<file path="src/rtl/sockit_spi_rpk.sv">
// Read-path repackager: de-interleaves 3-wire/SPI/dual/quad queue segments
// into a serial bit order and packs them into CDW-bit command words. The
// accumulator and output register together form a two-deep buffer, so the
// queue keeps flowing at one segment per cycle while the command side is ready.
module sockit_spi_rpk #(
  parameter int SDW = 8,
  parameter int CDW = 32,
  parameter int CNW = $clog2(CDW/SDW),
  parameter int CCI = CNW+2,
  parameter int QCI = 4,
  parameter int QDW = 4*SDW
) (
  input  logic           clk,
  input  logic           rst,
  input  logic           que_vld,
  input  logic [QCI-1:0] que_ctl,
  input  logic [QDW-1:0] que_dat,
  output logic           que_rdy,
  output logic           cmd_vld,
  output logic [CCI-1:0] cmd_ctl,
  output logic [CDW-1:0] cmd_dat,
  input  logic           cmd_rdy,
  output logic           err
);

  localparam int UN = CDW/SDW;
  localparam logic [CNW+1:0] UNV = (CNW+2)'(UN);
  localparam logic [CNW+1:0] W1  = (CNW+2)'(1);
  localparam logic [CNW+1:0] W2  = (CNW+2)'(2);
  localparam logic [CNW+1:0] W4  = (CNW+2)'(4);

  // accumulator stage
  logic [CDW-1:0] acc_q, acc_d;
  logic [CNW:0]   u_q, u_d;
  logic           new_q, new_d;
  logic           lst_q, lst_d;
  logic           pend_q, pend_d;
  logic           err_q, err_d;
  // output stage
  logic           ov_q, ov_d;
  logic [CCI-1:0] oc_q, oc_d;
  logic [CDW-1:0] od_q, od_d;

  logic [CDW-1:0] seg, acc_nx;
  logic [CNW+1:0] w, sum, u_nx;
  logic           ovf, done, new_nx, out_free;

  assign que_rdy = ~pend_q;
  assign cmd_vld = ov_q;
  assign cmd_ctl = oc_q;
  assign cmd_dat = od_q;
  assign err     = err_q;

  // Segment de-interleave by IO mode; older accumulator bits shift up.
  // Quad shifts in two halves so no single shift reaches the full CDW width.
  always_comb begin
    seg    = '0;
    w      = W1;
    acc_nx = '0;
    case (que_ctl[1:0])
      2'd0: begin
        seg[SDW-1:0] = que_dat[SDW-1:0];
        acc_nx       = (acc_q << SDW) | seg;
      end
      2'd1: begin
        seg[SDW-1:0] = que_dat[2*SDW-1:SDW];
        acc_nx       = (acc_q << SDW) | seg;
      end
      2'd2: begin
        for (int k = 0; k < SDW; k++) begin
          seg[2*k+1] = que_dat[SDW+k];
          seg[2*k]   = que_dat[k];
        end
        w      = W2;
        acc_nx = (acc_q << (2*SDW)) | seg;
      end
      default: begin
        for (int k = 0; k < SDW; k++)
          for (int l = 0; l < 4; l++)
            seg[4*k+l] = que_dat[l*SDW+k];
        w      = W4;
        acc_nx = ((acc_q << (2*SDW)) << (2*SDW)) | seg;
      end
    endcase
  end

  // Unit count with saturation; a word closes when full or on a last segment.
  always_comb begin
    sum      = {1'b0, u_q} + w;
    ovf      = sum > UNV;
    u_nx     = ovf ? UNV : sum;
    done     = (u_nx == UNV) | que_ctl[2];
    new_nx   = (u_q == '0) ? que_ctl[3] : new_q;
    out_free = ~ov_q | cmd_rdy;
  end

  // Next state: pending word moves first; otherwise accept a segment,
  // bypassing straight into the output register when it is free.
  always_comb begin
    acc_d  = acc_q;
    u_d    = u_q;
    new_d  = new_q;
    lst_d  = lst_q;
    pend_d = pend_q;
    err_d  = err_q;
    ov_d   = ov_q;
    oc_d   = oc_q;
    od_d   = od_q;
    if (pend_q) begin
      if (out_free) begin
        ov_d   = 1'b1;
        oc_d   = {new_q, lst_q, CNW'(u_q - 1'b1)};
        od_d   = acc_q;
        pend_d = 1'b0;
        acc_d  = '0;
        u_d    = '0;
        new_d  = 1'b0;
        lst_d  = 1'b0;
      end
    end else if (que_vld) begin
      if (ovf) err_d = 1'b1;
      if (done && out_free) begin
        ov_d  = 1'b1;
        oc_d  = {new_nx, que_ctl[2], CNW'(u_nx - 1'b1)};
        od_d  = acc_nx;
        acc_d = '0;
        u_d   = '0;
        new_d = 1'b0;
        lst_d = 1'b0;
      end else begin
        acc_d  = acc_nx;
        u_d    = u_nx[CNW:0];
        new_d  = new_nx;
        lst_d  = que_ctl[2];
        pend_d = done;
        if (ov_q && cmd_rdy) ov_d = 1'b0;
      end
    end else if (ov_q && cmd_rdy) begin
      ov_d = 1'b0;
    end
  end

  // State registers with synchronous reset.
  always_ff @(posedge clk) begin
    if (rst) begin
      acc_q  <= '0;
      u_q    <= '0;
      new_q  <= 1'b0;
      lst_q  <= 1'b0;
      pend_q <= 1'b0;
      err_q  <= 1'b0;
      ov_q   <= 1'b0;
      oc_q   <= '0;
      od_q   <= '0;
    end else begin
      acc_q  <= acc_d;
      u_q    <= u_d;
      new_q  <= new_d;
      lst_q  <= lst_d;
      pend_q <= pend_d;
      err_q  <= err_d;
      ov_q   <= ov_d;
      oc_q   <= oc_d;
      od_q   <= od_d;
    end
  end

endmodule

</file>
<file path="config.mk">
export PLATFORM = sky130hd
export DESIGN_NAME = sockit_spi_rpk
export DESIGN_NICKNAME = d
export VERILOG_FILES = /design/src/rtl/sockit_spi_rpk.sv
export SDC_FILE = /design/constraint.sdc
export NUM_CORES = 1
export LEC_CHECK = 0
export BUFFER_PORTS_ARGS = -buffer_cell sky130_fd_sc_hd__buf_2
export CORE_MARGIN = 4
export CORE_UTILIZATION = 51
export DETAILED_ROUTE_END_ITERATION = 8
export PLACE_DENSITY = 0.75
export REMOVE_ABC_BUFFERS = 1
export SLEW_MARGIN = 20
export SYNTH_ARGS = -nofsm -noshare
export SYNTH_HDL_FRONTEND = slang
export SYNTH_SLANG_ARGS = --single-unit
export TNS_END_PERCENT = 1
</file>
<file path="constraint.sdc">
create_clock -name clk -period 3.01 [get_ports clk]
set_input_delay 0.4515 -clock clk [delete_from_list [all_inputs] [get_ports clk]]
set_output_delay 0.4515 -clock clk [all_outputs]
set_load 0.01 [all_outputs]
</file>
======== Word-level counts from Yosys, hierarchy flattened ========
Cells that the tools add are included.
W data, S select, Z words.
cells by class
  divide/modulo/power cells ............... 0
  add/subtract/negate cells ............... 3
  multiplexer cells ....................... 36
  order comparisons ....................... 1
  equal/unequal tests ..................... 4
  shifts and indexed selects .............. 0
  multiply operators ...................... 0
  reductions and logical operators ........ 10
  bitwise gates (word level) .............. 7
operators with widths
  cell                   number
  $mux W32               8
  $pmux W32 S3           1
  $or A32 B8 Y32         2
  $or A32 B16 Y32        1
  $mux W4                5
  $mux W1                17
  $mux W3                4
  $pmux W3 S2            1
  $reduce_and A3 Y1      2
  $add A3 B3 Y4          1
  $eq A4 B3 Y1 const B   1
  $gt A4 B3 Y1 const B   1
  $reduce_bool A2 Y1     2
  $sub A2 B1 Y2 const B  2
  $logic_not A3 Y1       1
  $eq A2 B1 Y1 const B   1
  $eq A2 B2 Y1 const B   1
  $logic_and A1 B1 Y1    2
  $logic_not A2 Y1       1
  $ne A2 B1 Y1 const B   1
  $not A1 Y1             2
  $or A1 B1 Y1           2
  $reduce_and A2 Y1      1
  $reduce_or A2 Y1       1
word-level totals
  memories ................................ 0
  latch bits .............................. 0
  bits in writable memories ............... 0
  output and inout bits ................... 39
  input port bits ......................... 40
  memory bits (read-only) ................. 0
  register bits after elaboration ......... 76
  logic and storage cells ................. 70

======== Logic depth before layout (Yosys ltp) ========
  word-level depth ........................ 12
  mapped depth ............................ 12

======== Worst setup path before layout ========
Ideal clock, no wire load.
  kind .................................... input -> register
  from .................................... input port que_ctl[1]
  to ...................................... register oc_q[1], in the netlist cmd_ctl[1]
  stages on the path ...................... 12
  arrival ................................. 2.581 ns
  setup slack ............................. 0.300 ns
  setup time .............................. 0.130 ns
  buffers on the path ..................... 4
  path through ............................ buf_2 > buf_4 > inv_1 > nor2_1 > inv_1 > fa_1 > nor4b_2 > a311o_1 > a21o_1 > buf_6 > buf_12 > mux2i_1
on the way
  longest elaborated chain between the ends .. 11
  elaborated cells between the ends (all ways) .. 17
ends and longest elaborated chain
  element                                                  line  RTL
  start, declared                                          16    input logic [QCI-1:0] que_ctl,
  $eq A2 B1 Y1 / $logic_not A2 Y1 (equally long branches)  60    case (que_ctl[1:0])
  $reduce_or A2 Y1 (no line)                               --
  $pmux W3 S2 *                                            60
  $add A3 B3 Y4 *                                          89    sum = {1'b0, u_q} + w;
  $gt A4 B3 Y1                                             90    ovf = sum > UNV;
  $mux W4 *                                                91    u_nx = ovf ? UNV : sum;
  $eq A4 B3 Y1                                             92    done = (u_nx == UNV) | que_ctl[2];
  $or A1 B1 Y1                                             92
  $logic_and A1 B1 Y1                                      122   if (done && out_free) begin
  $reduce_bool A2 Y1 (no line)                             --
  $reduce_and A3 Y1 (no line)                              --
  end signal, assigned                                     153   oc_q <= '0;
  end signal, assigned                                     163   oc_q <= oc_d;
  end, declared                                            41    logic [CCI-1:0] oc_q, oc_d;
Mark *: on every way between the ends. The rest lies on a longest branch, timed or not. The select of a mux whose other input is x is not followed.
A chain may end at the register's enable or synchronous reset.

======== Worst setup path after layout ========
  from .................................... register u_q[0]
  to ...................................... register od_q[14], in the netlist cmd_dat[14]
on the way
  longest elaborated chain between the ends .. 8
ends and longest elaborated chain
  element                         line  RTL
  start, declared                 34    logic [CNW:0] u_q, u_d;
  start signal, assigned          157   u_q <= u_d;
  $add A3 B3 Y4 *                 89
  $gt A4 B3 Y1                    90
  $mux W4 *                       91
  $eq A4 B3 Y1 *                  92
  $or A1 B1 Y1 *                  92
  $logic_and A1 B1 Y1 *           122
  $reduce_bool A2 Y1 (no line) *  --
  $reduce_and A3 Y1 (no line) *   --
  end signal, assigned            154   od_q <= '0;
  end signal, assigned            164   od_q <= od_d;
  end, declared                   42    logic [CDW-1:0] od_q, od_d;
Mark *: on every way between the ends. The rest lies on a longest branch, timed or not.

==> impl_metrics.ini <==
[routing]
drt_iter0_markers = 174
viasPerCell = 5.65
routed_wl_mm = 9.51
vias = 3375
wire_per_inst_um = 15.9
route.detailed.drc = 0
postRouteAntennaNets = 0
drt_first_pass_iters = 4

[grt]
grt_pass1_vias = 3277
grt_pass1_wl_mm = 16.0
grt_start_max_net_pins = 71
grt_usage = 0.205
globalRouteOverflowTotal = 0
antenna_found_initial = 0

[sta]
finClkSkew_ns = 0.0112
tightest_slew_ns = 0.692
finalHoldViolCount = 0
min_period_ns = 2.45
fmax_mhz = 409
whs_ns = 0.440
slew_viol_final = 0
timing.final.crit_share = 0.812
max_slew_margin = 0.538
finalSetupViolations = 0
rsz0062_at_grt = false

[place]
dpl_cell_area_um2 = 4450
dp_hpwl_mm = 6.59
port_buffers = 78
placedCellCount = 582
gp_congestion = 0.905

[pwr]
power_leakage_nw = 2.10
power_density_nw_per_um2 = 500
irDropWorstVdd_mv = 0.276

[synthesis]
synthArstFlopShare = 0
ys_seq_area_frac = 0.376
yosys_warnings = 0
yosys.area.top_type = dfxtp_1
avgSynthCellArea_um2 = 9.44
synth_common_cells = 76 x dfxtp_1, 61 x mux2i_1, 45 x nand2_1, 31 x nor2_1
post_synth_num_cell_types = 43
ys_top_cells_by_area = dfxtp_1 38%, mux2i_1 15%, a22o_1 5.4%
netlist_area_um2 = 4050
post-synth-top-count-cell = dfxtp_1
synth_top_area_frac = 0.376
synthCells = 429
synth_edf_count = 0
ys_ff_latch = 76
synth_flop_cell = dfxtp_1

[floorplan]
initial_core_util = 0.524
core.rowCount = 32
die-area_um2 = 9430
coreArea_um2 = 7730
ioPinCount = 79
die_w_um = 97.1
dieHeight_um = 97.1

[setup_path]
cp-end-kind = register
critPathLaunchType = register
crit_required_ns = 3.22
cp_cell_sequence = ha_1 -> inv_1 -> fa_1 -> nor4b_2 -> a311o_1 -> a21o_2 -> buf_4 -> mux2i_1
cp_slowest_cell = dfxtp_1
max_stage_delay_ns = 0.45
criticalPathCategory = register to register
critPathMaxFanout = 22
crit_family = adder cells
crit_buf_inv = 2
cp.arrival_ns = 2.66

[layout]
nNetsFinal = 535
antenna_cells = 0
drive_gt1_frac = 0.251
finalNonFillerCells = 597
fin_area_um2 = 4650
syn_to_final_growth_pct = 14.9

[cts]
ctsResizeCount = 0
cts-buffers-inserted = 9
cts_buffer_depth = 2
cts_tree = yes
clkSinkCount = 76
ctsHoldBuffers = 0
cts-root-buf = clkbuf_8
cts_post_setup_buffers_inserted = 0
h-tree-depth = 3
clk_pin_slew_worst_paths_ns = 0.08
clk_latency_ns = 0.35

[run_status]
status = completed

[hold_path]
hold_class = input port to register

[job]
drv_cap = 0
sequential cells by signal (all words and copies together) (netlist names):
| register | count |
|---|---|
| cmd_dat | 32 |
| u_q | 3 |
| pend_q | 1 |
| acc_q | 32 |
| err | 1 |
| cmd_vld | 1 |
| lst_q | 1 |
| cmd_ctl | 4 |
| new_q | 1 |
power by group:
group,switching (W),leakage (nW),total [W],internal (W)
registers,0.0000359,0.620,0.00110,0.00106
logic,0.000214,1.38,0.000392,0.000178
clock network,0.000371,0.104,0.000836,0.000465
total,0.000621,2.10,0.00233,0.00170
layer usage:
metal	vias to the layer above	track usage	wire, µm
met5	-	0	0
met4	0	0.0529	79
met3	7	0.0517	503
met2	80	0.312	4320
met1	1621	0.291	4610
li1	1667	-	-
worst paths after layout:
check | start | to | slack [ns] | cells past startpoint
hold reg to reg | cmd_ctl[2] | cmd_ctl[2] | 0.46 | 2
setup / recovery | u_q[0] | cmd_dat[14] | 0.56 | 8
setup reg to reg | u_q[0] | cmd_dat[14] | 0.56 | 8
hold / removal | rst | u_q[2] | 0.44 | 2
logic make-up (layout without fill, tap and decap cells):
family / Yosys count / count (layout) / share of synthesized area
AOI/OAI and AO/OA: 105 / 105 / 0.192
xor gates and xnor gates: 2 / 2 / 0.00433
adders and majority gates: 4 / 4 / 0.0142
buffers and inverters: 46 / 112 / 0.0637
DFF: 76 / 76 / 0.376
muxes: 76 / 76 / 0.209
and+or+nand+nor: 120 / 120 / 0.141
per-stage QoR:
step	TNS [ns]	utilization	power [W]	worst slack [ns]
6_report	0	0.602	0.00233	0.565
5_1_grt	0	0.602	0.00244	0.401
4_1_cts	0	0.602	0.00234	0.581
3_5_place_dp	0	0.575	0.00151	0.340
3_3_place_gp	0	0.575	0.00150	0.435
2_1_floorplan	-21.84	-	0.00135	-0.703
area by class of cell:
class	count	area, µm²
clock buffer	11	131
clock inverter	4	73.8
fill	715	3080
inverter	9	33.8
multi-input combinational	307	2280
sequential	76	1520
tap	102	128
timing repair buffer	88	478
cell usage in the layout, fill, tap and decap left out, drive strengths merged, types with 2 or more instances in the layout:
master   n
buf     88
dfxtp   76
mux2i   61
nand2   45
nor2    31
and2    28
o21ai   27
a211oi  27
a22o    25
clkbuf  11
mux2     9
inv      9
a32o     8
a21oi    7
nor2b    7
mux4     6
nand2b   3
ha       3
xor2     2
a32oi    2
nor3     2
bufinv   2
clkinv   2
Note: power is estimated with default switching activity, not from simulation.
